[config.mk]
export PLATFORM = sky130hd
export DESIGN_NAME = block_scheduler
export DESIGN_NICKNAME = d
export VERILOG_FILES = /design/src/rtl/block_scheduler.sv
export SDC_FILE = /design/constraint.sdc
export NUM_CORES = 1
export LEC_CHECK = 0
export CELL_PAD_IN_SITES_DETAIL_PLACEMENT = 1
export CELL_PAD_IN_SITES_GLOBAL_PLACEMENT = 2
export CORE_AREA = 2 2 86 88
export DETAILED_ROUTE_END_ITERATION = 16
export DIE_AREA = 0 0 88 90
export PLACE_DENSITY_LB_ADDON = 0.15
export REMOVE_ABC_BUFFERS = 1
export SYNTH_ARGS = -nofsm -noshare
export SYNTH_HDL_FRONTEND = slang
export SYNTH_SLANG_ARGS = --single-unit
[constraint.sdc]
create_clock -name clk_i -period 5.8 [get_ports clk_i]
set_clock_uncertainty 0.05 [all_clocks]
set_input_delay 1.16 -clock clk_i [delete_from_list [all_inputs] [get_ports clk_i]]
set_output_delay 1.16 -clock clk_i [all_outputs]
set_load 0.1 [all_outputs]
[src/rtl/block_scheduler.sv]
// -----------------------------------------------------------------------------
// block_scheduler
//
// Ping-pong scheduler that moves a job of N 8x8 blocks through a two-bank
// buffer. A load channel asks an external loader to fill a bank. A compute
// channel asks the DCT control FSM to transform a filled bank. Both channels
// run concurrently on opposite banks. Blocks are computed in the order in
// which they were loaded.
//
// Ports
//   clk_i          single clock, all state changes on the rising edge
//   rst_i          synchronous, active-high reset
//   start_i        job request, sampled only while idle
//   num_blocks_i   block count of the job, latched when start_i is accepted
//   load_start_o   one-cycle command to the loader to fill bank load_bank_o
//   load_bank_o    target bank of the current or last load
//   load_done_i    one-cycle pulse from the loader: the bank is filled
//   dct_start_o    one-cycle start pulse to the DCT control FSM
//   dct_bank_o     bank read by the DCT, held stable while it is busy
//   dct_done_i     one-cycle pulse from the DCT: the block is finished
//   block_count_o  blocks completed in the current or last job
//   busy_o         high while a job is running
//   done_o         one-cycle pulse after the last block completes
// -----------------------------------------------------------------------------
module block_scheduler #(
   parameter int unsigned CNT_W = 8
) (
   input  logic             clk_i,
   input  logic             rst_i,
   input  logic             start_i,
   input  logic [CNT_W-1:0] num_blocks_i,
   output logic             load_start_o,
   output logic             load_bank_o,
   input  logic             load_done_i,
   output logic             dct_start_o,
   output logic             dct_bank_o,
   input  logic             dct_done_i,
   output logic [CNT_W-1:0] block_count_o,
   output logic             busy_o,
   output logic             done_o
);

   typedef enum logic [1:0] {
      S_IDLE = 2'd0,
      S_RUN  = 2'd1,
      S_DONE = 2'd2
   } state_e;

   typedef enum logic {
      L_IDLE = 1'b0,
      L_BUSY = 1'b1
   } load_state_e;

   typedef enum logic {
      C_IDLE = 1'b0,
      C_BUSY = 1'b1
   } comp_state_e;

   // Job control state
   state_e      state_q,   state_d;
   load_state_e l_state_q, l_state_d;
   comp_state_e c_state_q, c_state_d;

   // Bank bookkeeping: full flag per bank, load pointer and compute pointer
   logic [1:0]       full_q,  full_d;
   logic             lp_q,    lp_d;
   logic             cp_q,    cp_d;

   // Counters
   logic [CNT_W-1:0] n_q,     n_d;
   logic [CNT_W-1:0] loads_q, loads_d;
   logic [CNT_W-1:0] count_q, count_d;

   // Registered outputs
   logic load_start_q, load_start_d;
   logic load_bank_q,  load_bank_d;
   logic dct_start_q,  dct_start_d;
   logic dct_bank_q,   dct_bank_d;
   logic busy_q,       busy_d;
   logic done_q,       done_d;

   // ---------------------------------------------------------------------------
   // Next-state logic
   //
   // Each edge first applies the completion events (load_done_i, dct_done_i)
   // and then makes the issue decisions on the resulting state. Because the
   // start pulses are registered, a pulse and the channel's move to BUSY land
   // on the same edge. This puts the pulse in the first cycle whose registered
   // Full/lp/cp allow it, e.g. Dct_Start in the cycle after the Load_Done that
   // filled the bank.
   // ---------------------------------------------------------------------------
   always_comb begin
      // NOTE: every variable gets a default before any branch so that no path
      // leaves it unassigned; otherwise synthesis infers a latch.
      state_d      = state_q;
      l_state_d    = l_state_q;
      c_state_d    = c_state_q;
      full_d       = full_q;
      lp_d         = lp_q;
      cp_d         = cp_q;
      n_d          = n_q;
      loads_d      = loads_q;
      count_d      = count_q;
      load_bank_d  = load_bank_q;
      dct_bank_d   = dct_bank_q;
      load_start_d = 1'b0;
      dct_start_d  = 1'b0;

      case (state_q)
         S_IDLE: begin
            // A zero-block request is ignored outright: no job and no Done.
            if (start_i && (num_blocks_i != '0)) begin
               state_d    = S_RUN;
               n_d        = num_blocks_i;
               loads_d    = '0;
               count_d    = '0;
               full_d     = 2'b00;
               lp_d       = 1'b0;
               cp_d       = 1'b0;
               l_state_d  = L_IDLE;
               c_state_d  = C_IDLE;
               dct_bank_d = 1'b0;
            end
         end

         S_RUN: begin
            // Done pulses arriving while a channel is idle are ignored.
            if ((l_state_q == L_BUSY) && load_done_i) begin
               full_d[lp_q] = 1'b1;
               lp_d         = ~lp_q;
               l_state_d    = L_IDLE;
            end
            // The two channels always address different banks, so both
            // events can be applied in the same cycle without conflict.
            if ((c_state_q == C_BUSY) && dct_done_i) begin
               full_d[cp_q] = 1'b0;
               cp_d         = ~cp_q;
               count_d      = count_q + 1'b1;
               c_state_d    = C_IDLE;
               if (count_d == n_q) begin
                  state_d = S_DONE;
               end
            end
         end

         S_DONE: begin
            state_d = S_IDLE;
         end

         default: begin
            state_d = S_IDLE;
         end
      endcase

      // Issue decisions, shared by the accept edge and normal running.
      if (state_d == S_RUN) begin
         if ((l_state_d == L_IDLE) && (loads_d < n_d) && !full_d[lp_d]) begin
            load_start_d = 1'b1;
            load_bank_d  = lp_d;
            loads_d      = loads_d + 1'b1;
            l_state_d    = L_BUSY;
         end
         if ((c_state_d == C_IDLE) && full_d[cp_d]) begin
            dct_start_d = 1'b1;
            dct_bank_d  = cp_d;
            c_state_d   = C_BUSY;
         end
      end

      busy_d = (state_d == S_RUN);
      done_d = (state_d == S_DONE);
   end

   // ---------------------------------------------------------------------------
   // State registers
   // ---------------------------------------------------------------------------
   always_ff @(posedge clk_i) begin
      // NOTE: state uses non-blocking assignments so every register samples
      // the values from before this edge, independent of statement order.
      // Reset is synchronous and overrides every other input.
      if (rst_i) begin
         state_q      <= S_IDLE;
         l_state_q    <= L_IDLE;
         c_state_q    <= C_IDLE;
         full_q       <= 2'b00;
         lp_q         <= 1'b0;
         cp_q         <= 1'b0;
         n_q          <= '0;
         loads_q      <= '0;
         count_q      <= '0;
         load_start_q <= 1'b0;
         load_bank_q  <= 1'b0;
         dct_start_q  <= 1'b0;
         dct_bank_q   <= 1'b0;
         busy_q       <= 1'b0;
         done_q       <= 1'b0;
      end else begin
         state_q      <= state_d;
         l_state_q    <= l_state_d;
         c_state_q    <= c_state_d;
         full_q       <= full_d;
         lp_q         <= lp_d;
         cp_q         <= cp_d;
         n_q          <= n_d;
         loads_q      <= loads_d;
         count_q      <= count_d;
         load_start_q <= load_start_d;
         load_bank_q  <= load_bank_d;
         dct_start_q  <= dct_start_d;
         dct_bank_q   <= dct_bank_d;
         busy_q       <= busy_d;
         done_q       <= done_d;
      end
   end

   assign load_start_o  = load_start_q;
   assign load_bank_o   = load_bank_q;
   assign dct_start_o   = dct_start_q;
   assign dct_bank_o    = dct_bank_q;
   assign block_count_o = count_q;
   assign busy_o        = busy_q;
   assign done_o        = done_q;

endmodule

==> results_dict.tcl <==
set metrics [dict create \
    ff_latch_area_sq_um 761 \
    hold_viol 0 \
    vdd_ir_drop_max_mv 0.0971 \
    place_area_sq_um 2660 \
    hold_buffers 0 \
    wirelength_mm 6.88 \
    clock_path_buffers 2 \
    ys_seq_area_share_pct 33.0 \
    drive_gt1_share_pct 8.72 \
    maxCapViolCount 0 \
    drt_iter0_markers 94 \
    cts_tree "done" \
    ant_nets 0 \
    path_clk_slew_ns 0.08 \
    fin_crit_ns 5.08 \
    ctsRootBufferMaster "clkbuf_8" \
    yosysWarnings 0 \
    fin_crit_sh_pct 87.5 \
    fmax_mhz 197 \
    drv_slew 0 \
    grt_max_degree 34 \
    core_sq_um 7020 \
    status "completed" \
    first_pass_iters 4 \
    yosys-top-cells-area "dfxtp_1 (33%), mux2i_1 (5.6%), ha_1 (4.9%), nand2_1 (4.1%), nor2_1 (3.4%)" \
    nNetsFinal 319 \
    io_pins 27 \
    postCtsResizedCells 0 \
    synth_ff_type "dfxtp_1" \
    synth_cell_type_count 58 \
    avgRoutedWirePerCell_um 17.3 \
    vias 2122 \
    htreeDepth 2 \
    crit_path_end_kind "flop" \
    slew_headroom_pct 33.8 \
    ys_top_cells_by_count "dfxtp_1 (38), nand2_1 (25), nor2_1 (21)" \
    drc 0 \
    cts_buffers 5 \
    gr-usage-all-layers_pct 18.6 \
    syn_area_per_cell_sq_um 8.42 \
    grt_antenna_before_repair 0 \
    start_util_pct 32.9 \
    tns_ns 0 \
    hp-class "flop to flop" \
    setup_violations 0 \
    area_growth_pct 20.1 \
    cts_num_sinks 38 \
    grt_pass1_vias 2207 \
    crit_fanout 23 \
    diodes 0 \
    globalRouteOverflowTotal 0 \
    syn_inst 274 \
    worstMarginPinSlew_ns 0.983 \
    vias_per_cell 5.35 \
    p_leak_nw 1.10 \
    synth_top_cell_by_area "dfxtp_1" \
    cts_setup_buffers 0 \
    critPathKind "input port to flop" \
    io_buffer_count 26 \
    grt_pass1_wl_mm 11.6 \
    clk_latency_ns 0.29 \
    async_flop_share_pct 0 \
    die_h_um 90 \
    gp_congestion 0.740 \
    die_w_um 88 \
    syn-cell-area_sq_um 2310 \
    synth_edf_count 0 \
    placementRows 31 \
    ys_ff_latch 38 \
    arrival_ns 5.21 \
    final_area_sq_um 2770 \
    dp_hpwl_mm 5.02 \
    dieArea_sq_um 7920 \
    worst_ep_required_time_ns 5.94 \
    yosysMostFrequentCell "dfxtp_1" \
    rsz0062_at_grt "false" \
    pwr_density_cell_nw_per_um2 229 \
    start_kind "input port" \
    synth_top_area_share_pct 33.0 \
    multi_input_area_sq_um 1460 \
    fill_cells 851 \
]
-- cell type report --
class	count	area share, %
clock inverters	3	1.63
inverters	5	0.677
multi-input cells	217	52.8
well taps	99	4.47
clock buffers	5	2.48
repair buffers	30	10.5
flip-flops and latches	38	27.4
-- kinds of logic after synthesis --
group,after synthesis,share of synthesized area [%]
DFF,38,33.0
adders and majority gates,10,5.31
xor gates and xnor gates,8,3.04
muxes,15,6.78
buffers and inverters,19,3.58
AOI/OAI and AO/OA,56,17.2
and+or+nand+nor,128,31.1
-- sequential cells by signal (all words and copies together) (netlist names) --
name	cells
busy_o	1
load_start_o	1
state_q	2
done_o	1
dct_start_o	1
block_count_o	8
c_state_q	1
lp_q	1
dct_bank_o	1
full_q	2
l_state_q	1
cp_q	1
load_bank_o	1
loads_q	8
n_q	8
-- cell usage in the layout, fill, tap and decap left out, drive strengths merged, types with 3 or more instances in the layout --
master,Yosys,layout
o21a,4,4
clkbuf,9,5
inv,5,5
a21oi,15,15
nor4,8,8
xor2,4,4
mux2i,13,13
xnor2,4,4
nand4,5,5
or2,5,5
a21o,3,3
a211oi,3,3
dfxtp,38,38
nor3,7,7
buf,5,4
nor2,21,21
a31oi,3,3
nand3,12,12
or3,3,3
ha,9,9
and3,11,11
and2,13,13
nand2,25,25
nor2b,5,5
or4,3,3
clkdlybuf4s50,0,26
o211ai,3,3
o21ai,10,10
-- worst max-delay path: stages --
cell and delay [ns]:
clkdlybuf4s50_1 0.45, or4_4 0.57, o211ai_2 0.19, buf_4 0.29, mux2i_1 0.28, ha_1 0.27
a21o_1 0.18, a211oi_1 0.28, a311oi_1 0.17, or4_1 0.72, nor4_4 0.31, mux2_4 0.32
-- final timing paths --
check	to	slack, ns	from	cells past startpoint
worst max-delay path	loads_q[0]	0.72	num_blocks_i[7]	12
worst min-delay path	block_count_o[6]	0.47	block_count_o[6]	2
worst max register to register	loads_q[0]	1.94	state_q[1]	11
worst min register to register	block_count_o[6]	0.47	block_count_o[6]	2
-- metrics by stage --
step                worst slack [ns]  hold WS [ns]  instances  total power [W]  utilization [%]
finish                         0.725         0.469        397         0.000634             39.5
global placement               0.595         0.438        389         0.000402             37.9
global route                   0.494         0.495        397         0.000664             39.5
CTS                            0.707         0.475        397         0.000642             39.5
detailed placement             0.483         0.449        389         0.000403             37.9
floorplan                      0.794         0.407        260         0.000360                -
-- routing by layer --
layer	vias up	GRT usage, %	wire (um)
li1	1062	-	-
met1	1032	25.1	3280
met2	26	31.1	3400
met3	2	2.85	177
met4	0	3.46	24
met5	-	0	0
-- power by group --
part / switching (W) / internal [W]
logic: 0.0000711 / 0.0000451
registers: 0.00000981 / 0.000271
clock network: 0.000109 / 0.000128
Power figures use the tool's default switching activity.
==> RTL edit, RTL diff (same settings) <==
Re-encode `state_e` (3 states) as one-hot, 3 bits wide.
--- a/src/rtl/block_scheduler.sv
+++ b/src/rtl/block_scheduler.sv
@@ -40,10 +40,10 @@
    output logic             done_o
 );
 
-   typedef enum logic [1:0] {
-      S_IDLE = 2'd0,
-      S_RUN  = 2'd1,
-      S_DONE = 2'd2
+   typedef enum logic [2:0] {
+      S_IDLE = 3'b001,
+      S_RUN  = 3'b010,
+      S_DONE = 3'b100
    } state_e;
 
    typedef enum logic {
Behaviour: no difference found for any inputs over 10 cycles, from zero or initial values and one cycle with rst_i high; not proved beyond that.
==> RTL edit against the original RTL <==
Maximum frequency fell by 2.5%. Final area fell by 3.4%. Critical path depth did not move. Setup slack got worse by 130 ps. Sequential cell count rose by 1. Area after synthesis fell by 3.1%. Synthesized cell count fell by 1.5%. Highest routed layer unchanged. Register-to-register slack got worse by 20 ps. Critical endpoint is now loads_q[7]$_SDFF_PP0_. Non-clock buffer count fell by 1. Die area did not move. Power fell by 9.8%. Routed wire length fell by 4.5%.
==> RTL edit: results (changes against the original RTL) <==
** Cells and area
- The number of non-clock buffers came to 29 (was 30).
- The fraction of area in registers came to 29.2% (was 27.4%).
- The share of layout cells above drive strength 1 came to 7.82% (was 8.72%).
- Number of clock buffer instances in the layout :: 6 (was 5)
- The number of nets at the end of the flow was 316 (was 319).
- Fillers :: 857 (was 851)
- The multi-input logic cell count came to 213 (was 217).
- The portion of the layout cell area used by non-clock buffers was 10.6% (was 10.5%).
- Clock distribution area overhead in the final layout :: 3.27% (was 4.11%)
- Share of cell area taken by multi-input logic gates :: 51.5% (was 52.8%)
- The count of inverters other than clock inverters in the layout is 6 (was 5).
- The number of standard cells in the layout, taps in and fillers out came to 393 (was 397).

** Detailed routing
- Routed via count divided by cell count :: 5.19 (was 5.35)
- Iteration-0 DRC count of the detailed router :: 51 (was 94)
- Routed met1 length :: 3110 µm (was 3280 µm)
- The total length of routed met3 wires came to 97 µm (was 177 µm).
- Routed WL per cell :: 16.7 µm (was 17.3 µm)
- The highest metal layer with signal wires is met4 (unchanged).

** Setup path
- The cell family with the largest share of critical-path delay was compound AO/OA/AOI/OAI gates (was simple AND/OR/NAND/NOR gates).
- Delay of the slowest cell on the worst path :: 580 ps (was 720 ps)
- The worst endpoint data arrival time came to 5380 ps (was 5210 ps).

** Global route
- Initial antenna violation count :: 0 (unchanged)
- The first-pass GRT wire length is 10800 µm (was 11600 µm).
- The pin count of the biggest net entering global routing was 35 (was 34).
- The global-route met2 utilization was 29.4% (was 31.1%).
- The global-route met1 utilization was 23.0% (was 25.1%).
- The via count of the first global-routing pass was 2106 (was 2207).
- The met3 capacity usage during global routing was 2.75% (was 2.85%).
- The overall fraction of global-route tracks in use came to 17.4% (was 18.6%).

** Placed design
- The weighted congestion at the end of routability-driven global placement is 0.783 (was 0.740).
- DP Cell Count :: 386 (was 389)
- The placed wire-length estimate was 4910 µm (was 5020 µm).
- Worst slack after detailed placement :: 284 ps (was 483 ps)

** Synthesis
- Count of unique library cells instantiated by Yosys :: 55 (was 58)
- The fraction of the mapped netlist area in compound gates was 19.3% (was 17.2%).
- The part of the Yosys area used for sequential elements came to 34.9% (was 33.0%).
- Most common library cells after synthesis: dfxtp_1, nor2_1, a21oi_1, nand2_1, nand3_1 (was dfxtp_1, nand2_1, nor2_1, a21oi_1, mux2i_1).
- Biggest area contributors in the synthesized netlist :: dfxtp_1, ha_1, nor2_1 (was dfxtp_1, mux2i_1, ha_1)
- The average cell area after synthesis is 8.28 µm² (was 8.42 µm²).
- Multiplexer area fraction after synthesis :: 4.03% (was 6.78%)

** Power
- The combinational power share was 16.7% (was 18.3%).
- The internal power was 408 µW (was 444 µW).
- Portion of total power attributed to the clock network :: 33.4% (was 37.4%)
- The highest ir drop seen on vdd was 0.0000868 V (was 0.0000971 V).
- Cell leakage power :: 0.000992 µW (was 0.00110 µW)
- The net switching power was 164 µW (was 190 µW).

** STA
- Worst slew margin :: 35.2% (was 33.8%)

** Run status
- Run status: finished, final reports clean (unchanged).
==> RTL edit: cell types whose count changed after synthesis, sizes merged, moves of 5 or more <==
cell	change
nand2	-5
nor2	+8
and3	-7
a21oi	+5
==> RTL edit: final timing paths <==
| kind | start | to | slack [ps] | cells past startpoint |
|---|---|---|---|---|
| worst min register to register | dct_bank_o$_SDFF_PP0_ | dct_bank_o$_SDFF_PP0_ | 450 | 2 |
| worst max-delay path | num_blocks_i[0] | loads_q[7]$_SDFF_PP0_ | 590 | 12 |
| worst max register to register | state_q[2]$_SDFF_PP0_ | loads_q[7]$_SDFF_PP0_ | 1920 | 11 |
| worst min-delay path | dct_bank_o$_SDFF_PP0_ | dct_bank_o$_SDFF_PP0_ | 450 | 2 |
==> RTL edit: metrics by stage <==
step / hold WS, ps / util (%) / area, µm²
after floorplan: 407 / - / 2180
after global placement: 429 / 36.9 / 2590
after detailed placement: 427 / 36.9 / 2590
after CTS: 453 / 38.1 / 2680
after global routing: 479 / 38.1 / 2680
final: 448 / 38.1 / 2680
